**src/rtl/wb_timer_arbiter.sv**
```systemverilog
// Two-master round-robin Wishbone arbiter in front of the user-area timer slave.
// A stall watchdog aborts any granted cycle that the slave never acknowledges.
module wb_timer_arbiter #(
  parameter int TIMEOUT_CYCLES = 16,
  parameter int CNT_W          = 8
) (
  input  logic        clk_i,
  input  logic        rst_i,

  input  logic        m0_wbs_cyc_i,
  input  logic        m0_wbs_stb_i,
  input  logic        m0_wbs_we_i,
  input  logic [31:0] m0_wbs_adr_i,
  input  logic [31:0] m0_wbs_dat_i,
  input  logic [3:0]  m0_wbs_sel_i,
  output logic        m0_wbs_ack_o,
  output logic        m0_wbs_err_o,
  output logic [31:0] m0_wbs_dat_o,

  input  logic        m1_wbs_cyc_i,
  input  logic        m1_wbs_stb_i,
  input  logic        m1_wbs_we_i,
  input  logic [31:0] m1_wbs_adr_i,
  input  logic [31:0] m1_wbs_dat_i,
  input  logic [3:0]  m1_wbs_sel_i,
  output logic        m1_wbs_ack_o,
  output logic        m1_wbs_err_o,
  output logic [31:0] m1_wbs_dat_o,

  output logic        s_wbs_cyc_o,
  output logic        s_wbs_stb_o,
  output logic        s_wbs_we_o,
  output logic [31:0] s_wbs_adr_o,
  output logic [31:0] s_wbs_dat_o,
  output logic [3:0]  s_wbs_sel_o,
  input  logic        s_wbs_ack_i,
  input  logic [31:0] s_wbs_dat_i,

  output logic [1:0]  grant_o
);

  if (TIMEOUT_CYCLES < 2 || TIMEOUT_CYCLES > 255 || (2 ** CNT_W) <= TIMEOUT_CYCLES) begin : g_badParams
    $error("wb_timer_arbiter: TIMEOUT_CYCLES must be 2..255 and fit in CNT_W bits");
  end

  typedef enum logic [1:0] {
    IDLE  = 2'd0,
    GNT0  = 2'd1,
    GNT1  = 2'd2,
    ABORT = 2'd3
  } state_t;

  localparam logic [CNT_W-1:0] LIMIT = CNT_W'(TIMEOUT_CYCLES - 1);

  state_t           r_state;
  state_t           w_nextState;
  state_t           w_pick;
  logic             r_lastGrant;
  logic [CNT_W-1:0] r_wdog;
  logic             w_grantStb;
  logic             w_timeout;

  // r_lastGrant=1 means m1 was served last, so m0 wins the next tie.
  always_comb begin
    w_pick = IDLE;
    if (m0_wbs_cyc_i && m1_wbs_cyc_i) begin
      w_pick = r_lastGrant ? GNT0 : GNT1;
    end else if (m0_wbs_cyc_i) begin
      w_pick = GNT0;
    end else if (m1_wbs_cyc_i) begin
      w_pick = GNT1;
    end
  end

  always_comb begin
    w_grantStb = 1'b0;
    case (r_state)
      GNT0:    w_grantStb = m0_wbs_cyc_i & m0_wbs_stb_i;
      GNT1:    w_grantStb = m1_wbs_cyc_i & m1_wbs_stb_i;
      default: w_grantStb = 1'b0;
    endcase
  end

  // An ack in the same cycle the limit is reached still completes the beat.
  assign w_timeout = w_grantStb & ~s_wbs_ack_i & (r_wdog == LIMIT);

  always_ff @(posedge clk_i) begin
    if (rst_i) begin
      r_state     <= IDLE;
      r_lastGrant <= 1'b1;
      r_wdog      <= '0;
    end else begin
      r_state <= w_nextState;
      if (w_nextState == GNT0) begin
        r_lastGrant <= 1'b0;
      end else if (w_nextState == GNT1) begin
        r_lastGrant <= 1'b1;
      end
      if (w_grantStb && !s_wbs_ack_i && !w_timeout) begin
        r_wdog <= r_wdog + CNT_W'(1);
      end else begin
        r_wdog <= '0;
      end
    end
  end

  always_comb begin
    w_nextState = r_state;
    case (r_state)
      IDLE, ABORT: w_nextState = w_pick;
      GNT0: begin
        if (!m0_wbs_cyc_i) begin
          w_nextState = m1_wbs_cyc_i ? GNT1 : IDLE;
        end else if (w_timeout) begin
          w_nextState = ABORT;
        end
      end
      GNT1: begin
        if (!m1_wbs_cyc_i) begin
          w_nextState = m0_wbs_cyc_i ? GNT0 : IDLE;
        end else if (w_timeout) begin
          w_nextState = ABORT;
        end
      end
      default: w_nextState = IDLE;
    endcase
  end

  // Slave responses reach only the grantee; IDLE and ABORT swallow any stray ack.
  always_comb begin
    s_wbs_cyc_o  = 1'b0;
    s_wbs_stb_o  = 1'b0;
    s_wbs_we_o   = 1'b0;
    s_wbs_adr_o  = '0;
    s_wbs_dat_o  = '0;
    s_wbs_sel_o  = '0;
    m0_wbs_ack_o = 1'b0;
    m0_wbs_err_o = 1'b0;
    m0_wbs_dat_o = '0;
    m1_wbs_ack_o = 1'b0;
    m1_wbs_err_o = 1'b0;
    m1_wbs_dat_o = '0;
    grant_o      = 2'b00;
    case (r_state)
      GNT0: begin
        s_wbs_cyc_o  = m0_wbs_cyc_i;
        s_wbs_stb_o  = m0_wbs_cyc_i & m0_wbs_stb_i;
        s_wbs_we_o   = m0_wbs_we_i;
        s_wbs_adr_o  = m0_wbs_adr_i;
        s_wbs_dat_o  = m0_wbs_dat_i;
        s_wbs_sel_o  = m0_wbs_sel_i;
        m0_wbs_ack_o = s_wbs_ack_i;
        m0_wbs_dat_o = s_wbs_dat_i;
        grant_o      = 2'b01;
      end
      GNT1: begin
        s_wbs_cyc_o  = m1_wbs_cyc_i;
        s_wbs_stb_o  = m1_wbs_cyc_i & m1_wbs_stb_i;
        s_wbs_we_o   = m1_wbs_we_i;
        s_wbs_adr_o  = m1_wbs_adr_i;
        s_wbs_dat_o  = m1_wbs_dat_i;
        s_wbs_sel_o  = m1_wbs_sel_i;
        m1_wbs_ack_o = s_wbs_ack_i;
        m1_wbs_dat_o = s_wbs_dat_i;
        grant_o      = 2'b10;
      end
      ABORT: begin
        m0_wbs_err_o = ~r_lastGrant;
        m1_wbs_err_o = r_lastGrant;
      end
      default: ;
    endcase
  end

endmodule

```
**config.mk**
```make
export PLATFORM = sky130hd
export DESIGN_NAME = wb_timer_arbiter
export DESIGN_NICKNAME = d
export VERILOG_FILES = /design/src/rtl/wb_timer_arbiter.sv
export SDC_FILE = /design/constraint.sdc
export NUM_CORES = 1
export LEC_CHECK = 0
export CAP_MARGIN = 20
export CORE_AREA = 2 2 124 126
export CTS_CLUSTER_DIAMETER = 150
export CTS_CLUSTER_SIZE = 30
export DETAILED_ROUTE_END_ITERATION = 7
export DIE_AREA = 0 0 126 128
export PLACE_DENSITY = 0.56
export SYNTH_ARGS = -nofsm -noshare
export SYNTH_HDL_FRONTEND = slang
export SYNTH_SLANG_ARGS = --single-unit
export TNS_END_PERCENT = 30
```
**constraint.sdc**
```tcl
create_clock -name clk_i -period 5.2 [get_ports clk_i]
set_clock_uncertainty 0.05 [all_clocks]
set_input_delay 0.78 -clock clk_i [delete_from_list [all_inputs] [get_ports clk_i]]
set_output_delay 0.78 -clock clk_i [all_outputs]
set_load 0.02 [all_outputs]
```
Yosys cells after proc, flatten, opt, wreduce, memory -nomap -nowiden
Cells that the tools add are included.
Widths: inputs -> output; s select.

storage, ports and cells
  flip-flop bits (word level) = 11
  memories = 0
  memory bits (read-only) = 0
  logic and storage cells = 50
  bits in writable memories = 0
  bits of input ports = 177
  bits in latches = 0

operators by class
  reductions and logical operators = 9
  eq/ne operators = 6
  shift operators = 0
  multiply operators = 0
  add/subtract/negate cells = 1
  multiplexer cells = 24
  divide/modulo/power cells = 0
  magnitude comparators = 0
  bitwise gates (word level) = 7

operators with widths
  kind                 number
  $pmux 32 s2          2
  $mux 32              2
  $mux 2               7
  $add 8x1->8 const B  1
  $eq 8x4->1 const B   1
  $pmux 4 s2           1
  $mux 1               7
  $eq 2x2->1 const B   3
  $pmux 1 s2           3
  $pmux 2 s3           1
  $and 1x1->1          4
  $eq 2x1->1 const B   2
  $pmux 2 s2           1
  $reduce_or 2->1      2
  $logic_and 1x1->1    3
  $not 1->1            3
  $logic_not 1->1      2
  $logic_not 2->1      1
  $reduce_bool 2->1    1

Logic depth before layout (Yosys ltp)
Gate-level depths: netlist of run 1.

  depth in word-level cells = 10
  gate-level depth with buffers = 10

Least setup slack after synthesis of run 1
No wires, ideal clock.

  path type = register -> output
  from = register r_state[0]
  to = output port s_wbs_dat_o[14]
  data arrival time = 1737 ps
  path slack = 2633 ps
  cell stages (with the launch flop) = 8
  cell sequence = dfxtp_1 > inv_1 > ha_1 > clkbuf_1 > clkbuf_1 > buf_1 > a22oi_1 > nor2_1

on the way
  cells in the longest elaborated chain, start to end = 2

ends and longest elaborated chain
  element                                          RTL line  RTL
  start, declared                                  55        state_t r_state;
  start signal, assigned                           93        r_state <= w_nextState;
  $eq 2x2->1 / $eq 2x1->1 (equally long branches)  144       case (r_state)
  $pmux 32 s2 *                                    144
  end, declared                                    34        output logic [31:0] s_wbs_dat_o,

Mark *: on every way between the ends. The rest lies on a longest branch, timed or not.

Worst setup path after layout of run 1
  from = register r_state[1]
  to = output port s_wbs_adr_o[15]

on the way
  cells in the longest elaborated chain, start to end = 2

ends and longest elaborated chain
  element                                          RTL line  RTL
  $eq 2x2->1 / $eq 2x1->1 (equally long branches)  144
  $pmux 32 s2 *                                    144
  end, declared                                    33        output logic [31:0] s_wbs_adr_o,

Marked as above.

==> results.sh, run 1 <==
export IMPL_worst_pin_slew_ns=1.10
export IMPL_setup_viol=0
export IMPL_grt_pass1_wl_um=18500
export IMPL_r2r_start="r_state[0]"
export IMPL_timing_critical_path_to="s_wbs_adr_o[15]"
export IMPL_synth_yosys_seq_area_share_pct=11.0
export IMPL_rsz0062_at_grt="false"
export IMPL_rows=45
export IMPL_finalHoldViolCount=0
export IMPL_cp_start_kind="flip-flop"
export IMPL_globalplace_congestion=0.783
export IMPL_layout_drive_gt1_share_pct=1.33
export IMPL_io_pins=318
export IMPL_yosys_warnings=0
export IMPL_slew_limit_headroom_pct=26.8
export IMPL_cp_required_ns=4.37
export IMPL_tns_ns=0
export IMPL_post_drt_wl_per_cell_um=16.1
export IMPL_instances_no_fill=789
export IMPL_dr_total_vias=3508
export IMPL_antenna_found_initial=0
export IMPL_yosys_register_bits=11
export IMPL_ctsResizeCount=0
export IMPL_final_min_clock_period_ns=3.52
export IMPL_power_frac_comb_pct=56.0
export IMPL_seqPwrFrac_pct=17.1
export IMPL_clock_power_share_pct=26.9
export IMPL_numCtsBuffers=3
export IMPL_grt_pass1_vias=3440
export IMPL_syn_area_mm2=0.00199
export IMPL_cts_tree="built"
export IMPL_htreeDepth=1
export IMPL_switching_share_pct=29.1
export IMPL_hp_class="reg -> reg"
export IMPL_post_cts_setup_buffer_count=0
export IMPL_vdd_drop_max_uv=111
export IMPL_p_switching_uw=149
export IMPL_period_share_pct=67.7
export IMPL_avgSynthCellArea_um2=6.41
export IMPL_antennaDiodeCount=0
export IMPL_drv_cap=0
export IMPL_hold_slack_ns=0.408
export IMPL_first_pass_iters=4
export IMPL_crit_fanout=103
export IMPL_startpoint="r_state[1]"
export IMPL_slew_violations=0
export IMPL_design_die_area_mm2=0.0161
export IMPL_hold_buffers=0
export IMPL_async_flop_share_pct=0
export IMPL_core_mm2=0.0149
export IMPL_fin_nets=786
export IMPL_fmax_mhz=284
export IMPL_initial_utilization_pct=13.4
export IMPL_syn2layout_area_growth_pct=171
export IMPL_routed_wl_um=12700
export IMPL_clkSlewWorstSetupHoldPaths_ns=0.04
export IMPL_mostFrequentLayoutCells="clkdlybuf4s50_1, a22oi_1, nor2_1"
export IMPL_power_density_mw_per_mm2=94.8
export IMPL_yosys_cell_types_count=36
export IMPL_dieWidth_um=126
export IMPL_power_leakage_uw=0.00176
export IMPL_status="finished, final reports clean"
export IMPL_cts_root_buf="clkbuf_16"
export IMPL_cts_sinks=11
export IMPL_grt_max_degree=108
export IMPL_synth_net_count=495
export IMPL_synthCells=311
export IMPL_crit_arrival_ns=2.69
export IMPL_grtUsageTotal_pct=13.8
export IMPL_numPortBuffers=317
export IMPL_synth_edf_count=0
export IMPL_worstReg2RegEnd="r_lastGrant"
export IMPL_grt_ovfl_total=0
export IMPL_regToRegSetupSlack_ns=2.25
export IMPL_cts_path_max_buffers=2
export IMPL_postRouteAntennaNets=0
export IMPL_drc=0
export IMPL_dp_cells=784
export IMPL_final_common_cell="clkdlybuf4s50_1"
export IMPL_worstRegToRegCells=8
export IMPL_clock_latency_ns=0.23
export IMPL_drt_iter0_markers=190
export IMPL_path_class="reg -> out"
export IMPL_die_y_um=128
export IMPL_hpwlAfterDp_um=9760
export IMPL_viasPerCell=4.45
export IMPL_end_kind="primary output"
export IMPL_synthFlopType="dfxtp_1"
export IMPL_intPower_uw=364
==> layout make-up <==
class                      instances  area, um^2
clock buffer                       4        78.8
fill                            1535        9450
inverter                           4        15.0
multi-input combinational        264        1660
sequential                        11         220
tap                              188         235
timing repair buffer             318        3200
==> power by group through the flow <==
stage                     combinational (uW)  clock, uW  sequential [uW]
after CTS                                288        139             87.7
after floorplan                         94.3          0             88.3
after global placement                   285          0             89.0
after detailed placement                 287          0             89.1
final                                    287        138             87.6
after global routing                     308        146             87.7
==> worst max-delay path, cell delays in order, from the launching register on <==
cell,delay [ns]
dfxtp_1,0.37
inv_1,0.14
ha_4,0.80
a22oi_1,0.27
nor2_1,0.17
clkdlybuf4s50_1,0.62
==> through the flow <==
step	worst slack [ns]	util [%]	power, uW	cell area, um^2
floorplan	2.63	-	183	1990
global placement	1.88	35.7	374	5310
detailed placement	1.87	35.7	376	5310
CTS	1.61	36.2	515	5390
global route	1.51	36.4	541	5410
finish	1.68	36.4	513	5410
==> cells in the mapped netlist, drive strengths merged (2+ instances only) <==
library cell,count,area [um^2]
dfxtp,11,220
ha,7,87.6
nor2,70,263
clkbuf,26,97.6
nand2,4,15.0
nor2b,3,18.8
nor3,5,25.0
buf,6,22.5
and2,68,425
nand3,2,10.0
inv,4,15.0
o21ai,3,15.0
a21o,2,15.0
nand4b,2,17.5
a22oi,70,526
xor2,2,17.5
a211oi,5,37.5
or3,3,18.8
==> per-layer routing <==
metal / vias to the layer above / GRT usage [%] / share of wire, %
li1: 1683 / - / -
met1: 1589 / 17.6 / 43
met2: 230 / 24.3 / 47
met3: 6 / 3.34 / 9.3
met4: 0 / 1.94 / 0.70
met5: - / 0 / 0
==> flip-flops by register name, indices dropped and copies added (netlist names) <==
name and count:
r_lastGrant 1, r_wdog 8, r_state 2
==> cell families after synthesis <==
| kind of cell | share of synthesized area (%) |
|---|---|
| and+or+nand+nor | 41.8 |
| AOI/OAI and AO/OA | 34.1 |
| buffers and inverters | 6.77 |
| DFF | 11.0 |
| adders and majority gates | 4.39 |
| xor gates and xnor gates | 1.32 |
| muxes | 0.502 |
==> how the worst min path moves through the flow <==
stage                   start         to  slack [ns]  depth (start not counted)
floorplan           r_wdog[0]  r_wdog[0]        0.38                          1
global placement    r_wdog[0]  r_wdog[0]        0.39                          1
detailed placement  r_wdog[0]  r_wdog[0]        0.40                          1
CTS                 r_wdog[0]  r_wdog[0]        0.41                          1
global route        r_wdog[0]  r_wdog[0]        0.44                          1
finish              r_wdog[0]  r_wdog[0]        0.41                          1
Power figures use the tool's default switching activity.
==> run 2: changes to the inputs <==
Settings changed: CORE_AREA 2 2 124 126 to 2 2 123 125, DIE_AREA 0 0 126 128 to 0 0 125 127, PLACE_DENSITY 0.56 to 0.58.
Clock period 5.2 ns to 2.85 ns, I/O delays scaled along.
==> results.sh, run 2 (synthesis gave the netlist of run 1 again) <==
export IMPL_crit_fanout=53
export IMPL_drt_met1_wl_um=5020
export IMPL_cts_sinks=11
export IMPL_rows=44
export IMPL_maxUsedRoutingLayer="met4"
export IMPL_path_class="reg -> out"
export IMPL_numPortBuffers=317
export IMPL_clock_latency_ns=0.24
export IMPL_cp_required_ns=2.37
export IMPL_grt_pass1_vias=3639
export IMPL_period_share_pct=91.5
export IMPL_top_regs="r_wdog x8, r_state x2, r_lastGrant x1"
export IMPL_cts_root_buf="clkbuf_16"
export IMPL_grt_ovfl_total=0
export IMPL_post_cts_setup_buffer_count=0
export IMPL_wl_met3_um=1350
export IMPL_power_leakage_uw=0.00180
export IMPL_crit_arrival_ns=2.13
export IMPL_finalHoldViolCount=0
export IMPL_ctsResizeCount=0
export IMPL_fmax_mhz=384
export IMPL_drt_iter0_markers=183
export IMPL_fin_nets=793
export IMPL_core_mm2=0.0144
export IMPL_antenna_found_initial=0
export IMPL_top_register="r_wdog"
export IMPL_power_density_mw_per_mm2=173
export IMPL_tns_ns=0
export IMPL_hpwlAfterDp_um=10300
export IMPL_final_common_cell="clkdlybuf4s50_1"
export IMPL_dp_cells=788
export IMPL_rsz0062_at_grt="false"
export IMPL_dieWidth_um=125
export IMPL_status="finished, final reports clean"
export IMPL_largest_reg_flops=8
export IMPL_vdd_drop_max_uv=133
export IMPL_slew_limit_headroom_pct=59.9
export IMPL_htreeDepth=1
export IMPL_cts_path_max_buffers=2
export IMPL_globalplace_congestion=0.861
export IMPL_grtUsageTotal_pct=14.8
export IMPL_grt_max_degree=54
export IMPL_final_min_clock_period_ns=2.61
export IMPL_hp_class="reg -> reg"
export IMPL_die_y_um=127
export IMPL_clkSlewWorstSetupHoldPaths_ns=0.04
export IMPL_layout_drive_gt1_share_pct=2.47
export IMPL_cts_tree="built"
export IMPL_post_route_cell_area_mm2=0.00550
export IMPL_dr_total_vias=3541
export IMPL_mostFrequentLayoutCells="clkdlybuf4s50_1, a22oi_1, nor2_1"
export IMPL_first_pass_iters=4
export IMPL_design_die_area_mm2=0.0159
export IMPL_post_drt_wl_per_cell_um=16.2
export IMPL_numCtsBuffers=3
export IMPL_antennaDiodeCount=0
export IMPL_dr_wl_met2_um=6320
export IMPL_syn2layout_area_growth_pct=176
export IMPL_initial_utilization_pct=13.8
export IMPL_io_pins=318
export IMPL_viasPerCell=4.47
export IMPL_grt_pass1_wl_um=19400
export IMPL_cp_start_kind="flip-flop"
export IMPL_slew_violations=0
export IMPL_setup_viol=0
export IMPL_worst_pin_slew_ns=0.600
export IMPL_drv_cap=0
export IMPL_end_kind="primary output"
export IMPL_routed_wl_um=12800
export IMPL_dpl_instance_area_mm2=0.00543
export IMPL_instances_no_fill=792
export IMPL_postRouteAntennaNets=0
export IMPL_drc=0
export IMPL_hold_buffers=0
[run 2: cell types whose count changed in the layout (fill, tap and decap cells not counted), sizes merged]
cell,delta
buf,+7
[run 2: through the flow]
stage | util, % | hold WS [ns] | total power, uW | worst slack [ns]
floorplan | - | 0.382 | 333 | 0.425
global placement | 37.6 | 0.394 | 697 | 0.321
detailed placement | 37.6 | 0.434 | 703 | 0.311
CTS | 38.2 | 0.440 | 963 | 0.240
global route | 38.2 | 0.457 | 1010 | 0.120
finish | 38.2 | 0.446 | 953 | 0.243
[run 2: worst paths after layout]
kind	from	to	slack [ns]	cells after the start
worst max-delay path	r_state[0]	s_wbs_sel_o[3]	0.24	6
worst min-delay path	r_wdog[0]	r_wdog[0]	0.45	1
worst max register to register	r_state[0]	r_lastGrant	0.31	8
worst min register to register	r_wdog[0]	r_wdog[0]	0.45	1
[run 2: report_power, final]
group	switching, uW	internal [uW]
sequential	3.35	156
combinational	206	333
clock	67.2	188
total	277	677
[run 2: layer usage]
layer  up-vias  GRT usage (%)
met3        10           4.19
met1      1614           17.4
met5         -              0
met4         0           2.09
li1       1693              -
met2       224           27.2
[run 2: layout make-up]
cell class,instances,area [um^2]
Fill cell,1440,8920
Timing Repair Buffer,325,3300
Multi-Input combinational cell,264,1660
Tap cell,184,230
Sequential cell,11,220
Clock buffer,4,78.8
Inverter,4,15.0
[run 2: worst max-delay path: stages (launching register included)]
cell,delay (ns)
dfxtp_1,0.36
inv_1,0.15
ha_4,0.20
buf_12,0.23
a22oi_1,0.14
nor2_1,0.11
clkdlybuf4s50_1,0.65
==> run 3: changes to the inputs <==
Settings changed: PLACE_DENSITY 0.58 to not set.
==> results.sh, run 3 (synthesis gave the netlist of run 1 again) <==
export IMPL_dr_wl_met2_um=6150
export IMPL_vdd_drop_max_uv=175
export IMPL_antenna_found_initial=0
export IMPL_grtUsageTotal_pct=14.8
export IMPL_path_class="reg -> out"
export IMPL_clock_latency_ns=0.24
export IMPL_setup_viol=0
export IMPL_top_regs="r_wdog x8, r_state x2, r_lastGrant x1"
export IMPL_power_leakage_uw=0.00181
export IMPL_hp_start="r_wdog[0]"
export IMPL_grt_pass1_wl_um=19500
export IMPL_routed_wl_um=12700
export IMPL_startpoint="r_state[0]"
export IMPL_dp_cells=787
export IMPL_post_drt_wl_per_cell_um=16.1
export IMPL_top_register="r_wdog"
export IMPL_htreeDepth=1
export IMPL_hpwlAfterDp_um=10200
export IMPL_maxUsedRoutingLayer="met4"
export IMPL_layout_drive_gt1_share_pct=2.47
export IMPL_fmax_mhz=373
export IMPL_viasPerCell=4.44
export IMPL_globalplace_congestion=0.947
export IMPL_io_pins=318
export IMPL_hp_class="reg -> reg"
export IMPL_crit_arrival_ns=2.21
export IMPL_hold_end="r_wdog[0]"
export IMPL_hold_buffers=0
export IMPL_worstRegToRegCells=8
export IMPL_core_mm2=0.0144
export IMPL_drt_iter0_markers=151
export IMPL_cts_sinks=11
export IMPL_crit_fanout=52
export IMPL_drv_cap=0
export IMPL_grt_max_degree=69
export IMPL_cts_path_max_buffers=2
export IMPL_fin_nets=792
export IMPL_largest_reg_flops=8
export IMPL_die_y_um=127
export IMPL_holdPathStages=1
export IMPL_finalHoldViolCount=0
export IMPL_post_cts_setup_buffer_count=0
export IMPL_grt_pass1_vias=3649
export IMPL_final_common_cell="clkdlybuf4s50_1"
export IMPL_slew_limit_headroom_pct=61.3
export IMPL_antennaDiodeCount=0
export IMPL_wl_met3_um=1230
export IMPL_slew_violations=0
export IMPL_rsz0062_at_grt="false"
export IMPL_first_pass_iters=4
export IMPL_worstReg2RegEnd="r_lastGrant"
export IMPL_period_share_pct=94.1
export IMPL_status="finished, final reports clean"
export IMPL_mostFrequentLayoutCells="clkdlybuf4s50_1, a22oi_1, nor2_1"
export IMPL_power_density_mw_per_mm2=175
export IMPL_initial_utilization_pct=13.8
export IMPL_regToRegSetupSlack_ns=0.22
export IMPL_dieWidth_um=125
export IMPL_postRouteAntennaNets=0
export IMPL_cts_root_buf="clkbuf_16"
export IMPL_instances_no_fill=791
export IMPL_ctsResizeCount=0
export IMPL_dr_total_vias=3515
export IMPL_r2r_start="r_state[0]"
export IMPL_worst_pin_slew_ns=0.579
export IMPL_cts_tree="built"
export IMPL_numPortBuffers=317
export IMPL_cp_start_kind="flip-flop"
export IMPL_drc=0
export IMPL_design_die_area_mm2=0.0159
export IMPL_end_kind="primary output"
export IMPL_final_min_clock_period_ns=2.68
export IMPL_cp_required_ns=2.37
export IMPL_tns_ns=0
export IMPL_clkSlewWorstSetupHoldPaths_ns=0.04
export IMPL_grt_ovfl_total=0
export IMPL_numCtsBuffers=3
export IMPL_drt_met1_wl_um=5270
export IMPL_syn2layout_area_growth_pct=176
export IMPL_rows=44
[run 3: cell types whose count changed in the layout (fill, tap and decap cells not counted), sizes merged]
cell           delta
clkdlybuf4s50     -1
[run 3: per-stage QoR]
stage | area (um^2) | power (uW) | hold slack, ns | setup WS (ns) | utilization, %
after floorplan | 1990 | 333 | 0.382 | 0.425 | -
after global placement | 5430 | 697 | 0.393 | 0.276 | 37.6
after detailed placement | 5430 | 704 | 0.416 | 0.211 | 37.6
after CTS | 5510 | 971 | 0.422 | 0.158 | 38.2
after global routing | 5510 | 1010 | 0.432 | 0.0331 | 38.2
final | 5510 | 963 | 0.421 | 0.167 | 38.2
[run 3: worst max-delay path, stage by stage, from the launching register on]
cell and delay, ns:
dfxtp_1 0.45, inv_1 0.13, ha_4 0.23, buf_12 0.19, a22oi_1 0.31, nor2_1 0.07, clkdlybuf4s50_1 0.55
[run 3: layout make-up]
cell class	instances	area (um^2)
clock buffer	4	78.8
fill	1451	8920
inverter	4	15.0
multi-input combinational	264	1660
sequential	11	220
tap	184	230
timing repair buffer	324	3300
[run 3: how the worst max path moves through the flow]
stage / endpoint / cells after the start
after floorplan: r_lastGrant / 8
after global placement: r_lastGrant / 8
after detailed placement: r_lastGrant / 8
after CTS: s_wbs_cyc_o / 5
after global routing: s_wbs_adr_o[1] / 5
final: s_wbs_adr_o[18] / 6
[run 3: where the power goes]
part | switching, uW | internal [uW] | leakage [uW] | total, uW
sequential | 3.41 | 156 | 0.0000888 | 160
combinational | 207 | 333 | 0.00168 | 540
clock | 75.1 | 188 | 0.0000382 | 264
[run 3: per-layer routing]
| layer | global-route usage, % | up-vias |
|---|---|---|
| met4 | 1.96 | 0 |
| met5 | 0 | - |
| li1 | - | 1700 |
| met3 | 3.81 | 10 |
| met2 | 26.4 | 211 |
| met1 | 18.4 | 1594 |
